## config.mk

```make
export PLATFORM = sky130hd
export DESIGN_NAME = fpu_issue_arbiter
export DESIGN_NICKNAME = d
export VERILOG_FILES = /design/src/rtl/fpu_issue_arbiter.sv
export SDC_FILE = /design/constraint.sdc
export NUM_CORES = 1
export LEC_CHECK = 0
export CORE_MARGIN = 5
export CORE_UTILIZATION = 39
export DETAILED_ROUTE_END_ITERATION = 10
export GPL_TIMING_DRIVEN = 0
export MAX_ROUTING_LAYER = met4
export PLACE_DENSITY = 0.77
export RECOVER_POWER = 100
export SYNTH_ARGS = -nofsm -noshare
export SYNTH_HDL_FRONTEND = slang
export SYNTH_SLANG_ARGS = --single-unit
```

## constraint.sdc

```tcl
create_clock -name clk -period 4.5 [get_ports clk]
set_input_delay 0.45 -clock clk [delete_from_list [all_inputs] [get_ports clk]]
set_output_delay 0.45 -clock clk [all_outputs]
set_load 0.05 [all_outputs]
```

## src/rtl/fpu_issue_arbiter.sv

```systemverilog
// Round-robin issue of NUM_REQ requesters onto one shared pipelined fpu.
// A tag pipe follows each op so its result returns to the requester that sent it.
module fpu_issue_arbiter #(
  parameter int NUM_REQ     = 2,
  parameter int FPU_LATENCY = 4,
  parameter int ID_W        = 1
) (
  input  logic                 clk,
  input  logic                 rst,
  input  logic [NUM_REQ-1:0]   req_valid,
  output logic [NUM_REQ-1:0]   req_ready,
  input  logic [32*NUM_REQ-1:0] req_opa,
  input  logic [32*NUM_REQ-1:0] req_opb,
  input  logic [3*NUM_REQ-1:0] req_op,
  input  logic [2*NUM_REQ-1:0] req_rmode,
  output logic [31:0]          fpu_opa,
  output logic [31:0]          fpu_opb,
  output logic [2:0]           fpu_op,
  output logic [1:0]           fpu_rmode,
  input  logic [31:0]          fpu_out,
  input  logic [7:0]           fpu_flags,
  output logic [NUM_REQ-1:0]   rsp_valid,
  output logic [31:0]          rsp_data,
  output logic [7:0]           rsp_flags,
  output logic                 rsp_illegal,
  output logic                 busy
);

  localparam int          DEPTH      = FPU_LATENCY + 1;
  localparam logic [31:0] QNAN       = 32'h7FC00000;
  localparam logic [7:0]  QNAN_FLAGS = 8'h02;

  typedef struct packed {
    logic            vld;
    logic [ID_W-1:0] id;
    logic            ill;
  } tag_t;

  logic [ID_W-1:0]  ptr_q, ptr_d;
  logic             hit;
  logic [ID_W-1:0]  sel;
  logic [31:0]      sel_opa;
  logic [31:0]      sel_opb;
  logic [2:0]       sel_op;
  logic [1:0]       sel_rmode;
  logic             sel_ill;

  logic [31:0]      opa_q, opa_d;
  logic [31:0]      opb_q, opb_d;
  logic [2:0]       op_q, op_d;
  logic [1:0]       rmode_q, rmode_d;

  tag_t [DEPTH-1:0] tag_q, tag_d;
  tag_t             ret_q;

  logic [NUM_REQ-1:0] rsp_valid_q, rsp_valid_d;
  logic [31:0]        rsp_data_q, rsp_data_d;
  logic [7:0]         rsp_flags_q, rsp_flags_d;
  logic               rsp_ill_q, rsp_ill_d;

  // First pass covers ptr..top, second pass wraps to the bottom.
  always_comb begin
    hit = 1'b0;
    sel = '0;
    for (int i = 0; i < NUM_REQ; i++) begin
      if (!hit && req_valid[i] && (ID_W'(i) >= ptr_q)) begin
        hit = 1'b1;
        sel = ID_W'(i);
      end
    end
    for (int i = 0; i < NUM_REQ; i++) begin
      if (!hit && req_valid[i]) begin
        hit = 1'b1;
        sel = ID_W'(i);
      end
    end
  end

  always_comb begin
    sel_opa   = '0;
    sel_opb   = '0;
    sel_op    = '0;
    sel_rmode = '0;
    for (int i = 0; i < NUM_REQ; i++) begin
      if (sel == ID_W'(i)) begin
        sel_opa   = req_opa[32*i +: 32];
        sel_opb   = req_opb[32*i +: 32];
        sel_op    = req_op[3*i +: 3];
        sel_rmode = req_rmode[2*i +: 2];
      end
    end
  end

  assign sel_ill = sel_op[2];

  always_comb begin
    req_ready = '0;
    for (int i = 0; i < NUM_REQ; i++) begin
      req_ready[i] = hit && !rst && (sel == ID_W'(i));
    end
  end

  always_comb begin
    ptr_d   = ptr_q;
    opa_d   = opa_q;
    opb_d   = opb_q;
    op_d    = op_q;
    rmode_d = rmode_q;
    tag_d   = {tag_q[DEPTH-2:0], tag_t'('0)};
    if (hit) begin
      ptr_d    = (sel == ID_W'(NUM_REQ - 1)) ? '0 : sel + 1'b1;
      tag_d[0] = '{vld: 1'b1, id: sel, ill: sel_ill};
      if (!sel_ill) begin
        opa_d   = sel_opa;
        opb_d   = sel_opb;
        op_d    = sel_op;
        rmode_d = sel_rmode;
      end
    end
  end

  // ret_q holds the entry that just left the tag pipe; fpu_out is valid now.
  always_comb begin
    rsp_valid_d = '0;
    rsp_data_d  = rsp_data_q;
    rsp_flags_d = rsp_flags_q;
    rsp_ill_d   = rsp_ill_q;
    if (ret_q.vld) begin
      for (int i = 0; i < NUM_REQ; i++) begin
        rsp_valid_d[i] = (ret_q.id == ID_W'(i));
      end
      rsp_data_d  = ret_q.ill ? QNAN : fpu_out;
      rsp_flags_d = ret_q.ill ? QNAN_FLAGS : fpu_flags;
      rsp_ill_d   = ret_q.ill;
    end
  end

  always_ff @(posedge clk or posedge rst) begin
    if (rst) begin
      ptr_q       <= '0;
      opa_q       <= '0;
      opb_q       <= '0;
      op_q        <= '0;
      rmode_q     <= '0;
      tag_q       <= '0;
      ret_q       <= '0;
      rsp_valid_q <= '0;
      rsp_data_q  <= '0;
      rsp_flags_q <= '0;
      rsp_ill_q   <= 1'b0;
    end else begin
      ptr_q       <= ptr_d;
      opa_q       <= opa_d;
      opb_q       <= opb_d;
      op_q        <= op_d;
      rmode_q     <= rmode_d;
      tag_q       <= tag_d;
      ret_q       <= tag_q[DEPTH-1];
      rsp_valid_q <= rsp_valid_d;
      rsp_data_q  <= rsp_data_d;
      rsp_flags_q <= rsp_flags_d;
      rsp_ill_q   <= rsp_ill_d;
    end
  end

  always_comb begin
    busy = ret_q.vld | (|rsp_valid_q);
    for (int s = 0; s < DEPTH; s++) begin
      busy = busy | tag_q[s].vld;
    end
  end

  assign fpu_opa     = opa_q;
  assign fpu_opb     = opb_q;
  assign fpu_op      = op_q;
  assign fpu_rmode   = rmode_q;
  assign rsp_valid   = rsp_valid_q;
  assign rsp_data    = rsp_data_q;
  assign rsp_flags   = rsp_flags_q;
  assign rsp_illegal = rsp_ill_q;

endmodule

```

== Word level (Yosys, flattened, before mapping) ==
Index checks and enable logic that the tools add are counted.
Widths: inputs -> output; s select.

* Reduce and logical (&&, ||, !) cells: 14
* Mux-type cells: 16
* Add/subtract/negate cells: 1
* Magnitude comparators: 2
* Bitwise gates (word level): 9

{| class="wikitable"
|+ Operators with widths
! operator !! count
|-
| $mux 32 || 3
|-
| $logic_and 1x1->1 || 8
|-
| $mux 1 || 8
|-
| $mux 8 || 1
|-
| $mux 3 || 2
|-
| $or 1x1->1 || 6
|-
| $logic_not 1->1 || 4
|-
| $mux 2 || 2
|-
| $not 1->1 || 3
|-
| $ge 1x1->1 const A || 2
|-
| $reduce_and 2->1 || 1
|-
| $reduce_or 2->1 || 1
|-
| $add 1x1->1 const B || 1
|}

* Bits in registers: 130
* Logic and storage cells: 69
* Input port bits: 182
* Output and inout port bits: 115

== Longest topological paths before layout ==
Gate-level depths: netlist of the first run.

* Word-level depth: 16
* Gate-level depth with buffers: 6
* Mapped depth without buffers: 5

== Least setup slack after synthesis of the first run ==
Ideal clock, no wire load.

* Path type: reg2out
* Start: reg ptr_q
* End: out req_ready[0]
* Data arrival time: 2.118 ns
* Cell stages (with the launch flop): 6
* Data required time: 4.050 ns
* Slack: 1.932 ns
* Path buffers: 1
* Cell sequence: dfrtp_1 > nand2b_1 > nand2_2 > buf_2 > inv_1 > nor3_1

* Longest elaborated chain between the ends: 15
* Elaborated cells between the ends (all ways): 20
* Those cells by class: order compare: 2; mux: 7; bitwise: 1; reduce/logical: 10

{| class="wikitable"
|+ Ends and longest elaborated chain
! what !! RTL line !! text
|-
| from (decl) || 39 || <nowiki>logic [ID_W-1:0] ptr_q, ptr_d;</nowiki>
|-
| from (signal assigned) || 152 || <nowiki>ptr_q <= ptr_d;</nowiki>
|-
| $ge 1x1->1 || 66 || <nowiki>if (!hit && req_valid[i] && (ID_W'(i) >= ptr_q)) begin</nowiki>
|-
| $logic_and 1x1->1 || 66 ||
|-
| $mux 1 || 66 ||
|-
| $logic_not 1->1 || 66 ||
|-
| $logic_and 1x1->1 (2 in a row) || 66 ||
|-
| $mux 1 || 66 ||
|-
| $logic_not 1->1 || 72 || <nowiki>if (!hit && req_valid[i]) begin</nowiki>
|-
| $logic_and 1x1->1 || 72 ||
|-
| $mux 1 || 72 ||
|-
| $logic_not 1->1 || 72 ||
|-
| $logic_and 1x1->1 || 72 ||
|-
| $mux 1 || 72 ||
|-
| $logic_and 1x1->1 / $not 1->1 (equally long branches) || 99 || <nowiki>req_ready[i] = hit && !rst && (sel == ID_W'(i));</nowiki>
|-
| $logic_and 1x1->1 (*) || 99 ||
|-
| to (decl) || 11 || <nowiki>output logic [NUM_REQ-1:0] req_ready,</nowiki>
|}

Mark *: on every way between the ends. The rest lies on a longest branch, timed or not.

== Final worst setup path of the first run ==
* Start: in req_valid[0]
* End: out req_ready[0]

* Longest elaborated chain between the ends: 14
* Elaborated cells between the ends (all ways): 18
* Those cells by class: mux: 7; bitwise: 1; reduce/logical: 10

{| class="wikitable"
|+ Ends and longest elaborated chain
! what !! RTL line !! text
|-
| from (decl) || 10 || <nowiki>input logic [NUM_REQ-1:0] req_valid,</nowiki>
|-
| $logic_and 1x1->1 || 66 ||
|-
| $mux 1 || 66 ||
|-
| $logic_not 1->1 || 66 ||
|-
| $logic_and 1x1->1 (2 in a row) || 66 ||
|-
| $mux 1 || 66 ||
|-
| $logic_not 1->1 || 72 ||
|-
| $logic_and 1x1->1 || 72 ||
|-
| $mux 1 || 72 ||
|-
| $logic_not 1->1 || 72 ||
|-
| $logic_and 1x1->1 || 72 ||
|-
| $mux 1 || 72 ||
|-
| $logic_and 1x1->1 / $not 1->1 (equally long branches) || 99 ||
|-
| $logic_and 1x1->1 (*) || 99 ||
|}

Marks and branches as above.

==> impl_results.md, run 1 <==
- Outcome: complete, but fails checks
- Failing checks: max-capacitance violations, max-slew violations
- Syn nets: ~670
- Max-Cap Viols: 1
- RD Place Congestion: just under 0.9
- Area leader, netlist: dfrtp_1
- Core box area: 0.0133 mm²
- Pwr dens: about 470 mW/mm²
- Worst slew margin: -39.3%
- Post-route DRC: 0
- Setup crit start kind: input port
- Die area: 0.0161 mm²
- CTS clk-pin slew, worst paths: 50 ps
- Post-Syn Instances: slightly below 500
- Peak supply drop: 0.257 mV
- Post-Route WL: 16.7 mm
- Die Wd: 127 µm
- Gr ovfl total: 0
- Total leakage power: between 4 and 5 nW
- Setup_tns: 0 ps
- Tightest Pin Transition: about 2100 ps
- Vias in the first global route: a little over 5k
- RSZ-0062 raised after global routing: false
- Syn. warnings: 0
- Pin count of the biggest net entering global routing: 87
- Clk buf depth: 2
- Worst Setup End Kind: primary output
- # nets final: approximately 990
- CTS Buf Count: 17
- Most common library cell in the layout ignoring fill and taps: clkdlybuf4s50_1
- Final Setup Violations: 0
- WL/cell: 16.8 µm
- Top Ports: a little under 300
- Starting DRC count in detailed routing: about 160
- Worst EP required: between 4000 and 5000 ps
- FMAX: between 200 and 300 MHz
- Starting density of the core: between 30% and 40%
- Register bit count reported by yosys: 130
- WP data arrival: approximately 3200 ps
- Mapped Area: 0.00532 mm²
- Antenna violation net count after detailed routing: 0
- Post-CTS Resized: 0
- DRT Pass-1 Iters: 4
- Register area share after synthesis: between 60% and 70%
- Worst Hold Class: reg2reg
- Fin. Hold Viols: 0
- Final slew viol count: 45
- Final Critical Period: 3660 ps
- Area growth syn-to-layout: 70.6%
- H-tree lvl count: 4
- Die height: between 100 and 150 µm
- CTS tree: yes
- # port buffers: around 300
- Crit-path max FO: 10
- Hold Buf Count CTS: 0
- Clock sink count: 130
- Clock root buffer: clkbuf_16
- Setup CP Type: in2out
- Via count: between 4k and 5k
- Top cells by area, synth: dfrtp_1, mux2i_1, o21ai_0, nand2_1, inv_1
- Synth Area per Inst: roughly 11 µm²
- Final Cycle Share: roughly four fifths
- Final hold slack: between 300 and 400 ps
- Dpl hpwl: 13.2 mm
- Overall Global Routing Usage: 21.2%
- Synth cell types: 25
- Worst Skew: around 6.5 ps
- Setup repair bufs after CTS: 0
- First-pass GRT wire length: 26.0 mm
- Vias per Instance: around 4.7
- Clock latency on the worst-skew pair: about 400 ps
- Share of cells above drive strength 1: 4.77%
- Antenna violations before repair: 1
- Fill count: between 1k and 1.5k
- Most frequent cells in the layout: clkdlybuf4s50_1, dfrtp_1, dlygate4sd3_1, nand2_1, o21ai_0
- FP Rows: between 40 and 50
- Yosys top cell area share: 61.2%
[worst paths after layout]
path                       depth (start not counted)         start  slack (ps)           end
setup / recovery                                   7  req_valid[0]         840  req_ready[0]
hold / removal                                     0      tag_d[9]         340     tag_d[12]
setup reg to reg                                   6         ptr_q        1980   fpu_opb[25]
hold reg to reg                                    0      tag_d[9]         340     tag_d[12]
max in group asynchronous                          3           rst        2250     fpu_op[1]
min in group asynchronous                          2           rst        1130   fpu_opa[20]
[cell usage after synthesis (all sizes together)]
| cell type | instances |
|---|---|
| a21oi | 1 |
| a32oi | 1 |
| and2 | 1 |
| buf | 17 |
| clkbuf | 14 |
| conb | 1 |
| dfrtp | 130 |
| inv | 34 |
| mux2 | 1 |
| mux2i | 68 |
| nand2 | 103 |
| nand2b | 2 |
| nor2 | 2 |
| nor2b | 3 |
| nor3 | 1 |
| nor4 | 2 |
| o21a | 1 |
| o21ai | 97 |
| o22a | 10 |
| o22ai | 1 |
[kinds of logic after synthesis]
logic type	synth area share, %
flip-flops	61.2
AND/OR/NAND/NOR	8.50
AO/OA/AOI/OAI	11.6
multiplexers	13.0
buffers and inverters	5.58
other	0.0705
[critical path, cell delays in order]
cell and delay, ps:
clkdlybuf4s50_1 510, nand2b_1 100, nand2_1 330, clkbuf_1 540
inv_1 170, nor3_1 190, dlygate4sd3_1 910
[routing by layer]
layer  global-route usage [%]  up-vias  part of all wire (%)
met5                        -        -                     0
met1                     23.6     2202                    38
li1                         -     2269                     -
met2                     37.0      219                    52
met3                     6.14       16                   8.9
met4                     5.87        0                   1.3
[registers in the layout (all words and copies together), names as in the netlist]
| name | flops |
|---|---|
| fpu_op | 2 |
| fpu_opa | 32 |
| fpu_opb | 32 |
| fpu_rmode | 2 |
| ptr_q | 1 |
| ret_q | 3 |
| rsp_data | 32 |
| rsp_flags | 8 |
| rsp_illegal | 1 |
| rsp_valid | 2 |
| tag_d | 12 |
| tag_q | 3 |
[cell type report]
type | instances | area [µm²] | share of cell area [%]
repair buffers | 296 | 2980 | 32.9
multi-input cells | 295 | 1750 | 19.2
inverters | 34 | 129 | 1.42
clock inverters | 10 | 159 | 1.75
diodes | 1 | 2.50 | 0.0276
well taps | 176 | 220 | 2.43
flip-flops and latches | 130 | 3250 | 35.9
clock buffers | 21 | 450 | 4.97
plain buffers | 31 | 129 | 1.42
[through the flow]
step	instances	instance area (µm²)	power (W)	setup WS, ps	util [%]
floorplan	490	5320	0.00230	581	-
global placement	961	8490	0.00290	-1150	63.9
detailed placement	962	8520	0.00293	1220	64.1
finish	994	9070	0.00422	839	68.2
global route	994	9070	0.00441	608	68.2
CTS	993	9130	0.00435	1200	68.7
[power by group]
part | total, W | switching, W | internal, W
combinational | 0.00138 | 0.000912 | 0.000466
clock | 0.00141 | 0.000474 | 0.000937
sequential | 0.00144 | 0.0000898 | 0.00135
total | 0.00422 | 0.00148 | 0.00275
Power figures use the tool's default switching activity.
==> run 2, diff against run 1 <==
==> constraint.sdc (replaced) <==
create_clock -name clk -period 3.7 [get_ports clk]
set_input_delay 0.37 -clock clk [delete_from_list [all_inputs] [get_ports clk]]
set_output_delay 0.37 -clock clk [all_outputs]
set_load 0.05 [all_outputs]
==> run 2 against run 1 <==
The flow still finishes with violations (max-capacitance violations, max-slew violations). Sequential cell count did not move. Non-clock buffer count rose by 2. Critical path depth did not move. Power rose by 24%. Critical endpoint unchanged. Largest cell class unchanged. Largest power group is now clock.
==> impl_results.md, run 2 (synthesis gave the netlist of run 1 again) <==
- CTS Buf Count: 17 (unchanged)
- Setup crit start kind: input port (unchanged)
- # port buffers: 295 (unchanged)
- Hold Buf Count CTS: 0 (unchanged)
- Starting density of the core: 40.0% (unchanged)
- Clock root buffer: clkbuf_16 (unchanged)
- Clk buf depth: 2 (unchanged)
- Most common library cell in the layout ignoring fill and taps: clkdlybuf4s50_1 (unchanged)
- Worst Skew: 6.60 ps (was 6.49 ps)
- Clock sink count: 130 (unchanged)
- CP max stage delay: 920 ps (was 910 ps)
- Crit-path max FO: 10 (unchanged)
- Die height: 127 µm (unchanged)
- Overall Global Routing Usage: 21.7% (was 21.2%)
- WP data arrival: 2900 ps (was 3210 ps)
- Cell Chain, Critical Path: clkdlybuf4s50_1 -> nand2b_1 -> nand2_1 -> buf_2 -> inv_1 -> nor3_1 -> dlygate4sd3_1 (was clkdlybuf4s50_1 -> nand2b_1 -> nand2_1 -> clkbuf_1 -> inv_1 -> nor3_1 -> dlygate4sd3_1)
- # nets final: 989 (was 987)
- Setup CP Type: in2out (unchanged)
- Dpl hpwl: 13.5 mm (was 13.2 mm)
- Worst Setup End Kind: primary output (unchanged)
- Antenna violations before repair: 1 (unchanged)
- Worst EP required: 3330 ps (was 4050 ps)
- Worst Hold Class: reg2reg (unchanged)
- CTS tree: yes (unchanged)
- Outcome: complete, but fails checks (unchanged)
- Setup_tns: 0 ps (unchanged)
- Clock latency on the worst-skew pair: 410 ps (was 400 ps)
- Post-Route WL: 16.7 mm (about the same)
- Post-CTS Resized: 0 (unchanged)
- Post-route DRC: 0 (unchanged)
- Share of cells above drive strength 1: 5.49% (was 4.77%)
- Final Setup Violations: 0 (unchanged)
- Max-Cap Viols: 1 (unchanged)
- Fin. Hold Viols: 0 (unchanged)
- Final hold slack: 343 ps (was 345 ps)
- Final Critical Period: approximately 3300 ps
- Top Ports: 297 (unchanged)
- Final slew viol count: 33 (was 45)
- Total leakage power: 4.24 nW (was 4.20 nW)
- H-tree lvl count: 4 (unchanged)
- Pin count of the biggest net entering global routing: 38 (was 87)
- Worst slew margin: -1.19% (was -39.3%)
- Vias in the first global route: 5189 (was 5101)
- Most frequent cells in the layout: clkdlybuf4s50_1, dfrtp_1, dlygate4sd3_1, nand2_1, o21ai_0 (unchanged)
- Core box area: 0.0133 mm² (unchanged)
- First-pass GRT wire length: 26.4 mm (was 26.0 mm)
- Slowest CP cell: dlygate4sd3_1 (unchanged)
- Area growth syn-to-layout: 71.5% (was 70.6%)
- Die Wd: 127 µm (unchanged)
- Antenna violation net count after detailed routing: 0 (unchanged)
- CTS clk-pin slew, worst paths: 50 ps (about the same)
- DRT Pass-1 Iters: 4 (unchanged)
- Failing checks: max-capacitance violations, max-slew violations (unchanged)
- Setup repair bufs after CTS: 0 (unchanged)
- Vias per Instance: 4.83 (was 4.73)
- RSZ-0062 raised after global routing: false (unchanged)
- FMAX: 306 MHz
- Gr ovfl total: 0 (unchanged)
- Starting DRC count in detailed routing: 272 (was 162)
- Tightest Pin Transition: 1510 ps (was 2080 ps)
- Peak supply drop: 0.307 mV (was 0.257 mV)
- Final Cycle Share: 88.4%
- Via count: 4814 (was 4706)
- RD Place Congestion: 0.865 (was 0.877)
- Pwr dens: 575 mW/mm² (was 466 mW/mm²)
- WL/cell: 16.7 µm (was 16.8 µm)
- FP Rows: 42 (unchanged)
- Die area: 0.0161 mm² (unchanged)
run 2: cell count changes in the layout (fill, tap and decap cells not counted):
cell / delta
clkinvlp_4: -2
buf_2: +1
clkbuf_8: +5
buf_16: -1
clkinv_2: +1
o21ai_0: -1
o21ai_1: +1
clkbuf_1: -3
buf_12: +1
clkbuf_2: +1
run 2: worst paths after layout:
kind / slack (ps) / from / end / cells after the start
worst max-delay path: 430 / req_valid[0] / req_ready[0] / 7
worst min-delay path: 340 / tag_d[9] / tag_d[12] / 0
worst max register to register: 1220 / ptr_q / fpu_op[1] / 6
worst min register to register: 340 / tag_d[9] / tag_d[12] / 0
max in group asynchronous: 1020 / rst / fpu_opa[3] / 3
min in group asynchronous: 830 / rst / fpu_opa[26] / 2
run 2: power breakdown:
part	internal [W]	switching, W	leakage (nW)
combinational	0.000566	0.00111	2.33
sequential	0.00164	0.000107	1.58
clock	0.00123	0.000585	0.329
total	0.00344	0.00181	4.24
run 2: worst max-delay path, delay by kind of cell:
| family | cells | cell delay, ps |
|---|---|---|
| and+or+nand+nor | 3 | 610 |
| buffers and inverters | 4 | 1920 |
run 2: final cells by class:
| class | count | area [µm²] |
|---|---|---|
| inverters | 34 | 129 |
| well taps | 176 | 220 |
| plain buffers | 31 | 130 |
| multi-input cells | 295 | 1750 |
| diodes | 1 | 2.50 |
| clock inverters | 9 | 149 |
| clock buffers | 23 | 508 |
| repair buffers | 298 | 2980 |
| fillers | 997 | 4180 |
| flip-flops and latches | 130 | 3250 |
run 2: through the flow:
stage          total power (W)  std cells  cell area (µm²)  utilization (%)  setup WS, ps
6_report               0.00524        997             9120             68.6           430
5_1_grt                0.00547        997             9120             68.6           289
4_1_cts                0.00540        996             9210             69.3           567
3_5_place_dp           0.00357        964             8550             64.3           580
3_3_place_gp           0.00353        961             8490             63.9           564
2_1_floorplan          0.00280        490             5320                -          1210
run 2: metal layers:
metal | vias to the layer above | global-route usage (%) | wire length, µm
met5 | - | - | 0
met2 | 230 | 36.4 | 8410
met3 | 36 | 7.52 | 1460
li1 | 2288 | - | -
met4 | 0 | 8.77 | 433
met1 | 2260 | 23.8 | 6400
==> run 3, diff against run 2 <==
--- a/config.mk
+++ b/config.mk
@@ -7,6 +7,7 @@
 export LEC_CHECK = 0
 export CORE_MARGIN = 5
 export CORE_UTILIZATION = 39
+export CTS_CLUSTER_DIAMETER = 50
 export DETAILED_ROUTE_END_ITERATION = 10
 export GPL_TIMING_DRIVEN = 0
 export MAX_ROUTING_LAYER = met4
==> results of run 3 <==
Final layout, timing and power as in run 2 (identical DEF).
